`config.mk`:
```
export PLATFORM = sky130hd
export DESIGN_NAME = serial_adder
export DESIGN_NICKNAME = d
export VERILOG_FILES = /design/src/rtl/serial_adder_pkg.sv /design/src/rtl/full_adder.sv /design/src/rtl/serial_adder.sv
export SDC_FILE = /design/constraint.sdc
export NUM_CORES = 1
export LEC_CHECK = 0
export ABC_AREA = 1
export CAP_MARGIN = 25
export CORE_MARGIN = 3
export CORE_UTILIZATION = 51
export DETAILED_ROUTE_END_ITERATION = 6
export PLACE_DENSITY = 0.86
export SETUP_SLACK_MARGIN = 0.15
export SLEW_MARGIN = 15
export SYNTH_ARGS = -nofsm -noshare
export SYNTH_HDL_FRONTEND = slang
export SYNTH_HIERARCHICAL = 1
export SYNTH_SLANG_ARGS = --single-unit
```
`constraint.sdc`:
```
create_clock -name clk -period 3.1 [get_ports clk]
set_input_delay 0.62 -clock clk [delete_from_list [all_inputs] [get_ports clk]]
set_output_delay 0.62 -clock clk [all_outputs]
set_load 0.1 [all_outputs]
```
`src/rtl/serial_adder_pkg.sv`:
```
// Shared types for the bit-serial adder: FSM state encoding and the width ceiling.
package serial_adder_pkg;

    localparam int MAX_WIDTH = 64;

    typedef enum logic [1:0] {
        IDLE = 2'd0,
        RUN  = 2'd1,
        DONE = 2'd2
    } state_t;

endpackage

```
`src/rtl/full_adder.sv`:
```
// One-bit full adder cell, shared bit-serially by serial_adder.
// Latency: purely combinational, zero cycles.
// Backpressure: none, no handshake at this level.
module full_adder (
    input  logic a,
    input  logic b,
    input  logic ci,
    output logic s,
    output logic co
);

    assign s  = a ^ b ^ ci;
    assign co = (a & b) | (ci & (a ^ b));

endmodule

```
`src/rtl/serial_adder.sv`:
```
// Bit-serial adder: one full_adder cell walks a WIDTH-bit operand pair LSB first; SERIAL_ADDER_OVF_EN adds signed ovf.
// Latency: WIDTH cycles from the accept edge to out_valid; one op per WIDTH+2 cycles at best.
// Backpressure: in_ready only in IDLE; result held stable in DONE until out_ready.
module serial_adder
    import serial_adder_pkg::*;
#(
    parameter int WIDTH = 8
) (
    input  logic             clk,
    input  logic             rst_n,
    input  logic             in_valid,
    output logic             in_ready,
    input  logic [WIDTH-1:0] a,
    input  logic [WIDTH-1:0] b,
    input  logic             cin,
    output logic             out_valid,
    input  logic             out_ready,
    output logic [WIDTH-1:0] sum,
    output logic             cout
`ifdef SERIAL_ADDER_OVF_EN
    ,
    output logic             ovf
`endif
);

    localparam int CW = (WIDTH > 1) ? $clog2(WIDTH) : 1;

    state_t           state;
    logic [WIDTH-1:0] a_sh;
    logic [WIDTH-1:0] b_sh;
    logic [WIDTH-1:0] sum_sh;
    logic [WIDTH-1:0] sum_nxt;
    logic             carry;
    logic [CW-1:0]    bit_cnt;
    logic             last_bit;
    logic             fa_s;
    logic             fa_co;
`ifdef SERIAL_ADDER_OVF_EN
    logic             c_msb;
`endif

    full_adder FA0 (
        .a  (a_sh[0]),
        .b  (b_sh[0]),
        .ci (carry),
        .s  (fa_s),
        .co (fa_co)
    );

    // Sum bits enter at the MSB so that after WIDTH shifts bit 0 sits at the LSB.
    generate
        if (WIDTH == 1) begin : g_w1
            assign sum_nxt = fa_s;
        end else begin : g_wn
            assign sum_nxt = {fa_s, sum_sh[WIDTH-1:1]};
        end
    endgenerate

    assign last_bit = (bit_cnt == CW'(WIDTH - 1));

    always_ff @(posedge clk or negedge rst_n) begin
        if (!rst_n) begin
            state   <= IDLE;
            a_sh    <= '0;
            b_sh    <= '0;
            sum_sh  <= '0;
            carry   <= 1'b0;
            bit_cnt <= '0;
`ifdef SERIAL_ADDER_OVF_EN
            c_msb   <= 1'b0;
`endif
        end else begin
            case (state)
                IDLE: begin
                    if (in_valid) begin
                        a_sh    <= a;
                        b_sh    <= b;
                        carry   <= cin;
                        bit_cnt <= '0;
                        state   <= RUN;
                    end
                end
                RUN: begin
                    a_sh    <= a_sh >> 1;
                    b_sh    <= b_sh >> 1;
                    sum_sh  <= sum_nxt;
                    carry   <= fa_co;
                    bit_cnt <= bit_cnt + CW'(1);
                    if (last_bit) begin
`ifdef SERIAL_ADDER_OVF_EN
                        c_msb <= carry;
`endif
                        state <= DONE;
                    end
                end
                DONE: begin
                    if (out_ready) begin
                        state <= IDLE;
                    end
                end
                default: state <= IDLE;
            endcase
        end
    end

    assign in_ready  = (state == IDLE);
    assign out_valid = (state == DONE);
    assign sum       = sum_sh;
    assign cout      = carry;
`ifdef SERIAL_ADDER_OVF_EN
    assign ovf       = c_msb ^ carry;
`endif

endmodule

```
# After elaboration in Yosys (flattened, before gate mapping)
# Cells that the tools add are included.
# word_totals
ff_bits	30
wordCells	34
# op_classes
n_eq_ne	6
reduce_logical	4
n_bitwise	5
add_sub_neg	1
n_mux	12
# ops
op	n
8-bit case mux with 2 select lines	2
8-bit two-way mux	2
2-bit two-way mux	3
2-bit case mux with 3 select lines	1
3-bit case mux with 2 select lines	1
2-bit != test, second input constant	2
3-bit by 1-bit adder with 3-bit output, second input constant	1
3-bit == test, second input constant	1
3-bit two-way mux	1
3-bit AND reduction	1
1-bit bitwise AND	2
2-bit by 1-bit == test with 1-bit output, second input constant	1
2-bit == test, second input constant	1
2-bit zero test	1
2-bit by 1-bit != test with 1-bit output, second input constant	1
1-bit case mux with 2 select lines	1
2-bit AND reduction	1
2-bit nonzero test	1
1-bit XOR	2
1-bit two-way mux	1
1-bit bitwise OR	1

# Depth between registers and ports, before layout
# Gate-level depths: netlist of the first run.
# logic_depth
depth_word	4
mapped_depth	8
mapped_depth_nobuf	6

# By module
# The synthesis of the first run kept the hierarchy.
# by_module_without_submodules
mod	instances	area_each_um2	cells_each
serial_adder	1	1500.2	191
full_adder	1	20.0	1

# Worst setup path before layout of the first run
# OpenSTA, ideal clock, no wires.
# synth_timing
path_type	reg2out
from	register state[1]
to	output out_valid
required_time_ns	2.480
path_stages_with_launch	5
setup_slack_ns	0.528
arrival_ns	1.952
n_path_buf	2
path_cell_list	dfrtp_1 > inv_2 > buf_6 > buf_2 > nor2_1
# synth_via
elab_chain_len	1
# synth_rtl
element	line_no	source
start: declaration	serial_adder.sv:28	state_t state;
start signal: assignment	serial_adder.sv:63	state <= IDLE;
start signal: assignment	serial_adder.sv:80	state <= RUN;
start signal: assignment	serial_adder.sv:93	state <= DONE;
2-bit == test	serial_adder.sv:107	assign out_valid = (state == DONE);
end: declaration	serial_adder.sv:16	output logic out_valid,
# No other way between the ends.

# Worst setup path after layout of the first run
# layout_timing
from	register state[0]
to	output in_ready
# layout_via
elab_chain_len	1
# layout_rtl
element	line_no	source
2-bit zero test	serial_adder.sv:106	assign in_ready = (state == IDLE);
end: declaration	serial_adder.sv:12	output logic in_ready,
# No other way between the ends.

==> reports/metrics.csv, run 1 <==
stage,metric,value,unit
run_status,status,completed,
cts,clk slew on worst S/H paths,90,ps
logic_synthesis,"area leader, netlist",dfrtp_1,
drt,DR vias/cell,4.83,
logic_synthesis,Syn Inst Count,192,
flow_run,Max-Cap Viols,0,
placed_design,count of port buffers added during placement,31,
timing,endpoints failing hold,0,
min_path,hold_sp,bit_cnt[1],
critical_path,reg2reg start,state[0],
pwr,Sw Share,52.4,%
min_path,HP Class,register to register,
critical_path,CP Class,register to output pin,
floorplan,io pins,32,
cts,clk root buf,clkbuf_4,
timing,count of final max-slew check failures,0,
pwr,Pleak,0.00101,µW
pwr,sequential power share,33.2,%
cts,CTS tree,yes,
critical_path,CP Cell Sequence,nor2_1 > buf_4,
timing,crit path time final,2230,ps
layout,Layout Cells excl Fill,254,
timing,fin crit share,72.1,%
critical_path,R2R cell count,5,
layout,fillers,265,
timing,measured slew at the worst slew-check pin,676,ps
cts,H-Tree Depth,2,
layout,fin area,0.00184,mm²
placed_design,Detail Placement HPWL,1.98,mm
logic_synthesis,Cell variety after synth,20,
critical_path,"setup slack, reg-to-reg",1210,ps
cts,post-cts resize count,0,
logic_synthesis,Synth Net Count,216,
timing,Worst Skew,7.95,ps
placed_design,global placer's final weighted congestion,0.784,
logic_synthesis,syn avg cell area,7.92,µm²
pwr,power per cell area,1160,mW/mm²
cts,number of setup buffers added after CTS,0,
cts,cts hold-fix bufs,0,
layout,multi-input logic area,561,µm²
critical_path,Worst EP required,2480,ps
drt,final wirelength,2.83,mm
cts,worst-case clock buffer depth,2,
drt,DRC,0,
grt,GRT Overall Usage,18.1,%
critical_path,Reg2Reg Capture Point,b_sh[3],
layout,layout net count,246,
critical_path,crit path DAT,1610,ps
floorplan,CORE AREA,0.00281,mm²
min_path,hold path depth,2,
layout,Area Overhead vs Synth,21.2,%
logic_synthesis,"Cell Area, Synth",0.00152,mm²
cts,clk sinks,30,
grt,antenna violations before repair,0,
pwr,NetSw,1120,µW
critical_path,worst path bufs/invs,1,
floorplan,die outline area,0.00367,mm²
pwr,Peak supply drop,0.441,mV
drt,Post-DRT Antenna Nets,0,
grt,largest net degree at the start of global routing,31,
pwr,Overall Power,2130,µW
pwr,P_int,1010,µW
layout,number of diodes,0,
critical_path,CP Max Fanout,22,
min_path,Worst Hold End,bit_cnt[1],
placed_design,DP Area,0.00178,mm²
floorplan,Initial Util,54.2,%
logic_synthesis,synth top area cells,"dfrtp_1, nand2_1, nand3_1",
grt,vias in the first global route,1123,
cts,Inserted Clock Buffers,5,
floorplan,row count,19,
drt,DR vias,1227,
timing,Slew headroom,54.9,%
critical_path,cell family with most CP delay,flip-flops,
placed_design,placed cells,246,
critical_path,slowest cell on the critical path,dfrtp_1,
timing,RSZ-0062 raised after global routing,no,
grt,global-route wire length before repair,4.85,mm
drt,TritonRoute pass-1 iters,5,
pwr,clock network power share,11.4,%
timing,FMAX,447,MHz
logic_synthesis,Yosys reg bits,30,
layout,register area,751,µm²
drt,drt wl/cell,11.1,µm
critical_path,Critical Path Sink Type,output pin,
floorplan,Die Span X,60.6,µm
logic_synthesis,sequential area share after synthesis,49.4,%
critical_path,Worst setup SP type,register,
floorplan,Die H,60.6,µm
logic_synthesis,top-area cell type share of the netlist area,49.4,%
critical_path,CP max stage delay,640,ps
drt,initial drt markers,48,
grt,gr ovfl total,0,
layout,layout cells sized above 1,11.2,%
logic_synthesis,count of warnings emitted by yosys,6,
pwr,combinational fraction of design power,55.5,%
timing,setup violators final,0,
critical_path,crit path launch,state[0],
cts,clk_lat worst skew,330,ps
timing,final setup TNS,0,ps
-- routing by layer --
metal  part of all wire [%]  GRT usage [%]
met1                     46           22.3
met2                     45           29.2
met3                    6.2           5.74
met4                    2.3           8.36
met5                      0              0
-- cells in the final DEF (no fill, tap or decap) --
master            n
nand2_1          63
inv_1            34
nand3_1          33
dfrtp_1          30
clkdlybuf4s50_1  20
buf_4            12
o21ai_0           8
clkbuf_4          5
nor2_1            4
ha_1              2
fa_1              1
inv_2             1
nand2_2           1
nand2_4           1
nand2_8           1
inv_8             1
a21oi_2           1
o31ai_1           1
a21oi_1           1
clkbuf_8          1
clkbuf_1          1
clkinv_2          1
-- sequential cells by signal, summed over array words and instances, names as in the netlist --
signal	cells
bit_cnt	3
cout	1
state	2
b_sh	8
sum	8
a_sh	8
-- power by group through the flow --
stage / sequential [µW] / clock (µW) / combinational, µW
3_5_place_dp: 716 / 0 / 1190
6_report: 707 / 243 / 1180
2_1_floorplan: 1070 / 0 / 615
4_1_cts: 708 / 247 / 1200
5_1_grt: 731 / 268 / 1310
3_3_place_gp: 710 / 0 / 1160
-- final cells by class --
type | count | share of cell area [%]
clock inverter | 1 | 0.272
sequential | 30 | 40.7
inverter | 36 | 7.74
tap | 31 | 2.10
clock buffer | 7 | 2.99
timing repair buffer | 32 | 15.8
multi-input combinational | 117 | 30.4
-- synthesized netlist by cell type --
| library cell | number |
|---|---|
| nand2_1 | 63 |
| inv_1 | 34 |
| nand3_1 | 33 |
| dfrtp_1 | 30 |
| o21ai_0 | 8 |
| buf_2 | 5 |
| nor2_1 | 4 |
| buf_6 | 2 |
| ha_1 | 2 |
| a21oi_1 | 1 |
| a21oi_2 | 1 |
| buf_8 | 1 |
| clkbuf_1 | 1 |
| fa_1 | 1 |
| inv_2 | 1 |
| inv_8 | 1 |
| nand2_2 | 1 |
| nand2_4 | 1 |
| nand2_8 | 1 |
| o31ai_1 | 1 |
-- worst min-delay path: stages (launching register included) --
cell,delay (ps)
dfrtp_1,360
nand2_1,60
nand2_1,50
-- worst max path at each step --
stage                endpoint  depth (start not counted)
global route         in_ready                          2
finish               in_ready                          2
floorplan           out_valid                          4
global placement     in_ready                          2
CTS                  in_ready                          2
detailed placement    b_sh[3]                          5
-- per-stage QoR --
step / worst slack, ps / hold WS, ps / utilization, %
after floorplan: 528 / 324 / -
after global placement: 1200 / 462 / 63.6
after detailed placement: 1200 / 468 / 63.6
after CTS: 842 / 490 / 65.7
after global routing: 715 / 506 / 65.7
final: 865 / 489 / 65.7
-- cells by family after synthesis --
family                   after synthesis  share of synthesized area (%)
adder cells (fa/ha/maj)                3                           2.96
flip-flops                            30                           49.4
AND/OR/NAND/NOR                      103                           29.9
buffers and inverters                 45                           13.7
AO/OA/AOI/OAI                         11                           4.03
Note: power is estimated with default switching activity, not from simulation.
==> run 2, diff against run 1 <==
--- a/config.mk
+++ b/config.mk
@@ -8,9 +8,9 @@
 export ABC_AREA = 1
 export CAP_MARGIN = 25
 export CORE_MARGIN = 3
-export CORE_UTILIZATION = 51
+export CORE_UTILIZATION = 50
 export DETAILED_ROUTE_END_ITERATION = 6
-export PLACE_DENSITY = 0.86
+export PLACE_DENSITY = 0.85
 export SETUP_SLACK_MARGIN = 0.15
 export SLEW_MARGIN = 15
 export SYNTH_ARGS = -nofsm -noshare
==> constraint.sdc (replaced) <==
create_clock -name clk -period 2.1 [get_ports clk]
set_input_delay 0.42 -clock clk [delete_from_list [all_inputs] [get_ports clk]]
set_output_delay 0.42 -clock clk [all_outputs]
set_load 0.1 [all_outputs]
==> run 2 against run 1 <==
Effect of this change:
- cell area rose by 2.4%
- global-route usage decreased by 0.091 points
- hold slack got worse by 17 ps
- largest power group unchanged
- highest routed layer unchanged
==> reports/metrics.csv, run 2 (synthesis results as in run 1) <==
stage,metric,value,unit,change
layout,Area Overhead vs Synth,24.2,%,was 21.2%
cts,clk root buf,clkbuf_4,,unchanged
run_status,status,completed,,unchanged
pwr,combinational fraction of design power,56.7,%,was 55.5%
placed_design,global placer's final weighted congestion,0.797,,was 0.784
drt,final wirelength,2.88,mm,was 2.83 mm
pwr,NetSw,1660,µW,was 1120 µW
critical_path,R2R cell count,3,,was 5
layout,"most common cell after layout, fill and taps aside",nand2_1,,unchanged
timing,final setup TNS,0,ps,unchanged
timing,crit path time final,1800,ps,
critical_path,Critical Path Sink Type,output pin,,unchanged
critical_path,CP Max Fanout,13,,was 22
timing,setup violators final,0,,unchanged
pwr,Overall Power,3200,µW,was 2130 µW
cts,clk sinks,30,,unchanged
drt,DR vias/cell,4.88,,was 4.83
min_path,HP Class,input port to async pin,,was register to register
timing,Slew headroom,58.7,%,was 54.9%
floorplan,Die H,61.1,µm,was 60.6 µm
cts,clk_lat worst skew,320,ps,was 330 ps
layout,layout net count,248,,was 246
timing,endpoints failing hold,0,,unchanged
grt,vias in the first global route,1108,,was 1123
floorplan,CORE AREA,0.00283,mm²,was 0.00281 mm²
drt,drt wl/cell,11.2,µm,was 11.1 µm
critical_path,Reg2Reg Capture Point,sum[2],,was b_sh[3]
pwr,clock network power share,11.0,%,was 11.4%
cts,H-Tree Depth,2,,unchanged
critical_path,reg2reg start,state[0],,unchanged
grt,met3 usage,5.03,%,was 5.74%
timing,RSZ-0062 raised after global routing,no,,unchanged
pwr,sequential power share,32.3,%,was 33.2%
pwr,Sw Share,51.9,%,was 52.4%
timing,FMAX,556,MHz,
layout,layout cells sized above 1,12.9,%,was 11.2%
drt,TritonRoute pass-1 iters,4,,was 5
critical_path,"setup slack, reg-to-reg",570,ps,was 1210 ps
pwr,Pleak,0.00103,µW,was 0.00101 µW
flow_run,Max-Cap Viols,0,,unchanged
grt,met1 usage,24.1,%,was 22.3%
cts,worst-case clock buffer depth,2,,unchanged
drt,Post-DRT Antenna Nets,0,,unchanged
placed_design,count of port buffers added during placement,31,,unchanged
grt,global route hottest layer,met2,,unchanged
cts,clk slew on worst S/H paths,90,ps,about the same
pwr,Peak supply drop,0.608,mV,was 0.441 mV
grt,global-route wire length before repair,4.92,mm,was 4.85 mm
drt,DRC,0,,unchanged
drt,DR vias,1249,,was 1227
layout,most frequent cells in the layout,"nand2_1, inv_1, nand3_1",,unchanged
floorplan,Die Span X,61.1,µm,was 60.6 µm
critical_path,Worst setup SP type,register,,unchanged
critical_path,crit path DAT,1380,ps,was 1610 ps
timing,Worst Skew,4.62,ps,was 7.95 ps
grt,gr ovfl total,0,,unchanged
floorplan,row count,19,,unchanged
cts,cts hold-fix bufs,0,,unchanged
cts,CTS tree,yes,,unchanged
floorplan,Initial Util,53.7,%,was 54.2%
grt,antenna violations before repair,0,,unchanged
grt,global-route met2 utilization,28.1,%,was 29.2%
timing,measured slew at the worst slew-check pin,617,ps,was 676 ps
floorplan,die outline area,0.00374,mm²,was 0.00367 mm²
placed_design,Detail Placement HPWL,1.94,mm,was 1.98 mm
critical_path,crit path launch,state[0],,unchanged
cts,post-cts resize count,0,,unchanged
pwr,P_int,1540,µW,was 1010 µW
layout,number of diodes,0,,unchanged
floorplan,io pins,32,,unchanged
critical_path,Worst EP required,1680,ps,was 2480 ps
critical_path,CP Class,register to output pin,,unchanged
grt,largest net degree at the start of global routing,31,,unchanged
timing,count of final max-slew check failures,0,,unchanged
grt,GRT Overall Usage,18.1,%,about the same
timing,fin crit share,85.6,%,
cts,number of setup buffers added after CTS,0,,unchanged
cts,Inserted Clock Buffers,5,,unchanged
pwr,power per cell area,1690,mW/mm²,was 1160 mW/mm²
drt,initial drt markers,61,,was 48
[run 2: cell count changes in the layout (fill, tap and decap cells not counted), sizes merged]
cell | previous run | this run
buf | 12 | 14
[run 2: how the worst max path moves through the flow]
| stage | endpoint | slack [ps] | cells past startpoint |
|---|---|---|---|
| after floorplan | out_valid | 180 | 4 |
| after global placement | b_sh[2] | 570 | 6 |
| after detailed placement | a_sh[6] | 540 | 6 |
| after CTS | in_ready | 290 | 2 |
| after global routing | in_ready | 230 | 2 |
| final | in_ready | 300 | 2 |
[run 2: power by group through the flow]
| stage | logic, µW | registers, µW | clock network [µW] |
|---|---|---|---|
| global placement | 1780 | 1040 | 0 |
| finish | 1810 | 1030 | 353 |
| global route | 2020 | 1060 | 388 |
| CTS | 1830 | 1030 | 362 |
| floorplan | 912 | 1580 | 0 |
| detailed placement | 1820 | 1040 | 0 |
[run 2: cell type report]
| cell class | count | area, µm² |
|---|---|---|
| Tap cell | 31 | 38.8 |
| Timing Repair Buffer | 34 | 330 |
| Multi-Input combinational cell | 117 | 566 |
| Clock inverter | 1 | 5.00 |
| Sequential cell | 30 | 751 |
| Fill cell | 253 | 941 |
| Inverter | 36 | 143 |
| Clock buffer | 7 | 55.1 |
[run 2: metal layers]
| metal | vias to the layer above | share of wire [%] |
|---|---|---|
| li1 | 650 | - |
| met1 | 572 | 49 |
| met2 | 23 | 45 |
| met3 | 4 | 4.4 |
| met4 | 0 | 1.1 |
| met5 | - | 0 |
[run 2: worst max-delay path, cell delays in order, from the launching register on]
cell and delay (ps):
dfrtp_1 570, nor2_2 280, buf_12 210
[run 2: per-stage QoR]
stage	util (%)	worst slack (ps)	std cells	instance area [µm²]	hold WS (ps)
2_1_floorplan	-	176	192	1530	124
3_3_place_gp	64.6	570	248	1830	459
3_5_place_dp	64.6	540	248	1830	465
4_1_cts	66.7	285	256	1890	481
5_1_grt	66.7	229	256	1890	486
6_report	66.7	302	256	1890	472
